**config.mk**
```make
export PLATFORM = sky130hd
export DESIGN_NAME = window3x3_gen
export DESIGN_NICKNAME = d
export VERILOG_FILES = /design/src/rtl/window3x3_gen.sv
export SDC_FILE = /design/constraint.sdc
export NUM_CORES = 1
export LEC_CHECK = 0
export ABC_AREA = 1
export ABC_CLOCK_PERIOD_IN_PS = 6100
export CAP_MARGIN = 15
export CORE_MARGIN = 5
export CORE_UTILIZATION = 50
export CTS_CLUSTER_DIAMETER = 150
export CTS_CLUSTER_SIZE = 12
export DETAILED_ROUTE_END_ITERATION = 16
export GPL_ROUTABILITY_DRIVEN = 0
export GPL_TIMING_DRIVEN = 0
export PLACE_DENSITY = 0.8
export SLEW_MARGIN = 15
export SYNTH_ARGS = -nofsm -noshare
export SYNTH_HDL_FRONTEND = slang
export SYNTH_SLANG_ARGS = --single-unit
export TNS_END_PERCENT = 1
```
**constraint.sdc**
```tcl
create_clock -name clock -period 6.1 [get_ports clock]
set_input_delay 1.22 -clock clock [delete_from_list [all_inputs] [get_ports clock]]
set_output_delay 1.22 -clock clock [all_outputs]
set_load 0.01 [all_outputs]
```
**src/rtl/window3x3_gen.sv**
```systemverilog
// 3x3 sliding-window generator over a raster pixel stream.
// Two line buffers feed the upper window rows; a window is flagged once row>=2 and col>=2.
module window3x3_gen #(
    parameter int unsigned IMG_W = 8,
    parameter int unsigned IMG_H = 8
) (
    input  logic       clock,
    input  logic       reset_n,
    input  logic       Enable,
    input  logic [7:0] pix_in,
    input  logic       pix_valid,
    output logic [7:0] r1,
    output logic [7:0] r2,
    output logic [7:0] r3,
    output logic [7:0] r4,
    output logic [7:0] r5,
    output logic [7:0] r6,
    output logic [7:0] r7,
    output logic [7:0] r8,
    output logic [7:0] r9,
    output logic       win_valid,
    output logic       frame_done
);

    localparam int unsigned CW = $clog2(IMG_W);
    localparam int unsigned RW = $clog2(IMG_H);

    localparam logic [1:0] ST_IDLE   = 2'd0;
    localparam logic [1:0] ST_FILL   = 2'd1;
    localparam logic [1:0] ST_STREAM = 2'd2;
    localparam logic [1:0] ST_DONE   = 2'd3;

    logic [1:0]      state_q, state_d;
    logic [CW-1:0]   col_q, col_d;
    logic [RW-1:0]   row_q, row_d;
    logic [8:0][7:0] win_q, win_d;
    logic            win_valid_q, win_valid_d;
    logic            frame_done_q, frame_done_d;

    // lb1 holds row y-1, lb2 holds row y-2; contents are never reset
    logic [7:0] lb1_q [IMG_W];
    logic [7:0] lb2_q [IMG_W];

    logic accept;
    logic col_last;
    logic row_last;
    logic in_window;

    always_comb begin
        accept    = Enable & pix_valid;
        col_last  = (col_q == CW'(IMG_W - 1));
        row_last  = (row_q == RW'(IMG_H - 1));
        in_window = (col_q >= CW'(2)) && (row_q >= RW'(2));
    end

    // Raster position counters; both return to 0 after the last pixel of a frame
    always_comb begin
        col_d = col_q;
        row_d = row_q;
        if (accept) begin
            if (col_last) begin
                col_d = '0;
                row_d = row_last ? '0 : row_q + RW'(1);
            end else begin
                col_d = col_q + CW'(1);
            end
        end
    end

    // Window shifts left; the new right column comes from both line buffers and pix_in
    always_comb begin
        win_d = win_q;
        if (accept) begin
            win_d[0] = win_q[1];
            win_d[1] = win_q[2];
            win_d[2] = lb2_q[col_q];
            win_d[3] = win_q[4];
            win_d[4] = win_q[5];
            win_d[5] = lb1_q[col_q];
            win_d[6] = win_q[7];
            win_d[7] = win_q[8];
            win_d[8] = pix_in;
        end
    end

    // Frame FSM; DONE lasts exactly one cycle and drives frame_done
    always_comb begin
        state_d      = state_q;
        win_valid_d  = accept & in_window;
        frame_done_d = 1'b0;
        case (state_q)
            ST_IDLE: begin
                if (accept) state_d = ST_FILL;
            end
            ST_FILL: begin
                if (accept && row_last && col_last) begin
                    state_d = ST_DONE;
                end else if (accept && (row_q == RW'(2)) && (col_q == CW'(2))) begin
                    state_d = ST_STREAM;
                end
            end
            ST_STREAM: begin
                if (accept && row_last && col_last) state_d = ST_DONE;
            end
            ST_DONE: begin
                state_d = ST_IDLE;
            end
            default: begin
                state_d = ST_IDLE;
            end
        endcase
        frame_done_d = (state_d == ST_DONE);
    end

    always_ff @(posedge clock or negedge reset_n) begin
        if (!reset_n) begin
            state_q      <= ST_IDLE;
            col_q        <= '0;
            row_q        <= '0;
            win_q        <= '0;
            win_valid_q  <= 1'b0;
            frame_done_q <= 1'b0;
        end else begin
            state_q      <= state_d;
            col_q        <= col_d;
            row_q        <= row_d;
            win_q        <= win_d;
            win_valid_q  <= win_valid_d;
            frame_done_q <= frame_done_d;
        end
    end

    always_ff @(posedge clock) begin
        if (accept) begin
            lb2_q[col_q] <= lb1_q[col_q];
            lb1_q[col_q] <= pix_in;
        end
    end

    assign r1         = win_q[0];
    assign r2         = win_q[1];
    assign r3         = win_q[2];
    assign r4         = win_q[3];
    assign r5         = win_q[4];
    assign r6         = win_q[5];
    assign r7         = win_q[6];
    assign r8         = win_q[7];
    assign r9         = win_q[8];
    assign win_valid  = win_valid_q;
    assign frame_done = frame_done_q;

endmodule

```
==> summary by stage <==
Timing
In the finished design, the share of the clock period the worst path needs comes to roughly 52%. The count of pins over their slew limit came to 0. Across all setup checks in the final design, the least slack found is a little under 3 ns. Setup repair after global routing left no endpoint under its margin.

Setup violations remaining at the end of the flow were counted as 0. The number of hold-slack violations in the final timing report is 0. The clock tree skew after final layout is between 0.009 and 0.01 ns. In this run the tightest slew margin relative to its limit is roughly 37%.

At the pin with the least slew margin, the transition time is 0.9501 ns. The final critical path time including I/O delays and setup is roughly 3.2 ns. Based on the critical path, the design can be clocked at up to about 320 MHz. The total negative setup slack is 0 ns.

Synthesis
The number of different library cells used by synthesis comes to 26. The post-synth net total is 773. The number of warning messages in the yosys log is 0. The number of instances in the synthesized netlist is around 760. The total of flip-flops plus latches after synthesis is 210. The most used flip-flop cell after synthesis is sky130_fd_sc_hd__edfxtp_1. The number of enable flip-flop cells after synthesis is 128. Sequential elements use a little under three quarters of the synthesized area.

The average cell area after synthesis is 10.99 µm². The cell area that synthesis handed to floorplanning was 8297 µm². The proportion of synthesized flip-flops having asynchronous set or reset is slightly below 40%.

Worst setup path
Setup slack on the worst reg-to-reg path comes out at 3.61 ns. At the worst endpoint, the arrival time is 3.27 ns. The category of the critical setup timing path is in -> reg. At the worst endpoint, the required time is 6.20 ns.

The kind of start point of the critical path is an input pin. The kind of end point of the critical path is a register. In this run the worst path has a maximum fanout of 16.

The depth of the most critical reg-to-reg path is 5.

Drt
The first detailed-routing pass ran for 5 iterations. After detailed routing, the number of vias per cell comes to 5.299. The routed layout has between 5000 and 6000 vias. The count of nets left with antenna violations once routing finished came out at 0. After the first detailed-routing iteration, the DRC count stood at 536. For this run, design rule violations remaining after detail routing come to 0. After detailed routing, the total wire length is between 15000 and 20000 µm. The routed wirelength normalized by instance count is ~18 µm.

Placement
The worst setup slack after placement is between 2 and 2.5 ns. The half-perimeter wire length of the detailed placement result is between 10000 and 15000 µm. The placed instances occupy a cell area of about 9600 µm². The number of buffer cells added on primary ports is 85.

Die
The initial utilization of the core area, before any placement, comes to between 50 and 60%. The floorplan has 47 rows. Measured along the x axis, the die boundary spans 138.8 µm.

The area of the core region is 16410 µm². The die covers just under 20000 µm². For this design the top-level I/O count stands at 86. The die is between 100 and 150 µm tall.

Clocking
The CTS tree is yes. After clock tree synthesis, the flow added hold-fix buffers numbering 0. CTS built an H-tree with a depth of 1. The clock tree root driver cell is sky130_fd_sc_hd__clkbuf_16. The post-CTS resize count is 0. At the later pin of the worst-skew pair, clock insertion delay measures around 0.49 ns.

The post-CTS setup buffer count is 0. The clock tree buffer depth is 3. Clock tree synthesis inserted a total of 21 buffers. CTS saw 210 sinks. After clock tree synthesis, the clock-pin slew on the worst setup and hold paths is around 0.06 ns.

Power
The leakage power total is between 4 and 5 nW. Registers are responsible for between 40% and 50% of the overall power. The internal portion of the total power is approximately 0.0030 W.

The switching portion of total power is between 30% and 40%. VDD sags by at most 0.2069 mV. The power density over the cells is about 440 nW/µm². The clock group share of total power is about a quarter. The analysis attributes to net switching a power of between 0.001 and 0.0015 W.

Combinational logic is responsible for between 20% and 30% of the overall power.

Layout
The share of layout cells above drive strength 1 is 8.854%. The filler cell count is 1226. The repair_antennas step left the layout with diodes totalling 0.

The signed area change from the synthesized netlist to the final layout is 22.09%. For this run, the post-layout net count is ~900. In the final layout, the multi-input gates occupy roughly 2000 µm².

Registers take ~5900 µm². Once layout is done, the placed cells without fillers occupy roughly 10000 µm².

GRT
The largest net degree at the start of global routing is just under 60. Global routing consumed, on the met1 layer, 27.74% of the routing resources. The sum of overflow across all layers after global routing is 0.

The first-pass GRT wire length is 31400 µm. The initial antenna violation count is 0. The number of global-route vias before repair is slightly below 6000.

Across every metal layer, demand over resource in global routing totals about a fifth. The fraction of met2 tracks used by global routing is between 30 and 40%. The global-route met3 utilization is roughly 3.5%.

The layer with the highest usage is met2.

Status
The flow ran to the end, and the final reports show no timing, DRC or antenna violations.

Worst hold path
The worst hold path belongs to the class reg -> reg. The worst hold path was traced through 2 stages.

Job
The number of max-capacitance violations reported is 0.
==> flip-flops by register name (all words and copies together), names as in the netlist <==
register	count
r7	8
row_q	3
r5	8
r9	8
state_q	2
lb2_q	64
r8	8
r2	8
lb1_q	64
r4	8
col_q	3
r1	8
r3	8
frame_done	1
r6	8
win_valid	1
==> critical path: stages <==
cell	delay, ns
sky130_fd_sc_hd__clkdlybuf4s50_1	0.45
sky130_fd_sc_hd__nand2_1	0.12
sky130_fd_sc_hd__clkinv_1	0.16
sky130_fd_sc_hd__buf_2	0.28
sky130_fd_sc_hd__nand2_1	0.25
sky130_fd_sc_hd__nor2_2	0.78
==> layout make-up <==
| cell class | count | area share, % |
|---|---|---|
| clock buffers | 33 | 5.632 |
| plain buffers | 35 | 1.655 |
| clock inverters | 1 | 0.08646 |
| flip-flops and latches | 210 | 58.20 |
| inverters | 57 | 2.112 |
| repair buffers | 92 | 9.461 |
| well taps | 220 | 2.717 |
| multi-input cells | 453 | 20.13 |
==> cell usage after synthesis, types with 2 or more instances <==
master	number	area [µm²]
sky130_fd_sc_hd__nand2_1	248	930.9
sky130_fd_sc_hd__buf_4	2	15.01
sky130_fd_sc_hd__buf_2	15	75.07
sky130_fd_sc_hd__nand3_1	18	90.09
sky130_fd_sc_hd__clkbuf_1	14	52.55
sky130_fd_sc_hd__nor2_1	83	311.6
sky130_fd_sc_hd__o211ai_1	33	247.7
sky130_fd_sc_hd__clkbuf_2	2	10.01
sky130_fd_sc_hd__edfxtp_1	128	3844
sky130_fd_sc_hd__nor2_4	2	22.52
sky130_fd_sc_hd__or2_2	14	87.58
sky130_fd_sc_hd__ha_1	6	75.07
sky130_fd_sc_hd__o21ai_0	39	195.2
sky130_fd_sc_hd__inv_1	55	206.5
sky130_fd_sc_hd__dfrtp_1	82	2052
sky130_fd_sc_hd__a21oi_1	2	10.01
sky130_fd_sc_hd__o21ai_1	3	15.01
==> kinds of logic (layout without fill, tap and decap cells) <==
kind of cell,count (synthesis),count (layout),share of synthesized area [%]
AO/OA/AOI/OAI,79,79,5.836
adder cells (fa/ha/maj),6,6,0.9048
buffers and inverters,92,218,4.599
flip-flops,210,210,71.06
AND/OR/NAND/NOR,368,368,17.60
==> cell usage in the layout, fill, tap and decap left out, types with 2 or more instances in the layout <==
cell type	instances
sky130_fd_sc_hd__nand2_1	248
sky130_fd_sc_hd__o21ai_0	39
sky130_fd_sc_hd__buf_6	3
sky130_fd_sc_hd__edfxtp_1	128
sky130_fd_sc_hd__buf_2	15
sky130_fd_sc_hd__buf_4	3
sky130_fd_sc_hd__inv_1	55
sky130_fd_sc_hd__buf_8	4
sky130_fd_sc_hd__nor2_4	2
sky130_fd_sc_hd__ha_1	6
sky130_fd_sc_hd__clkbuf_16	21
sky130_fd_sc_hd__a21oi_1	2
sky130_fd_sc_hd__clkbuf_2	2
sky130_fd_sc_hd__or2_2	14
sky130_fd_sc_hd__o211ai_1	33
sky130_fd_sc_hd__clkbuf_1	26
sky130_fd_sc_hd__nand3_1	18
sky130_fd_sc_hd__clkdlybuf4s50_1	84
sky130_fd_sc_hd__nor2_1	75
sky130_fd_sc_hd__dfrtp_1	82
sky130_fd_sc_hd__o21ai_1	3
sky130_fd_sc_hd__nor2_2	9
==> per-stage QoR <==
stage	utilization [%]	hold WS, ns	std cells	total power (W)
3_5_place_dp	58.21	0.4646	1067	0.003389
5_1_grt	61.74	0.5017	1101	0.004736
3_3_place_gp	57.43	0.4614	1060	0.003319
6_report	61.74	0.4749	1101	0.004506
4_1_cts	61.74	0.4806	1101	0.004517
2_1_floorplan	-	0.4915	755	0.002707
==> metal layers <==
metal | wire length, µm | share of wire, %
met5 | 0 | 0
met4 | 499 | 2.6
met3 | 1699 | 8.8
met2 | 9327 | 48
met1 | 7883 | 41
==> final timing paths <==
kind | from | endpoint
min in group asynchronous | reset_n | r3[3]
min | r7[5] | r7[5]
max in group asynchronous | reset_n | r7[1]
max | Enable | lb1_q[2][0]
max reg2reg | col_q[0] | lb2_q[3][1]
min reg2reg | r7[5] | r7[5]
==> power by group through the flow <==
stage,registers (W),logic (W),clock network [W]
finish,0.00203,0.00135,0.00113
global route,0.00205,0.00147,0.00121
CTS,0.00202,0.00135,0.00115
detailed placement,0.00205,0.00134,0
global placement,0.00204,0.00128,0
floorplan,0.00209,0.000617,0
Note: power is estimated with default switching activity, not from simulation.
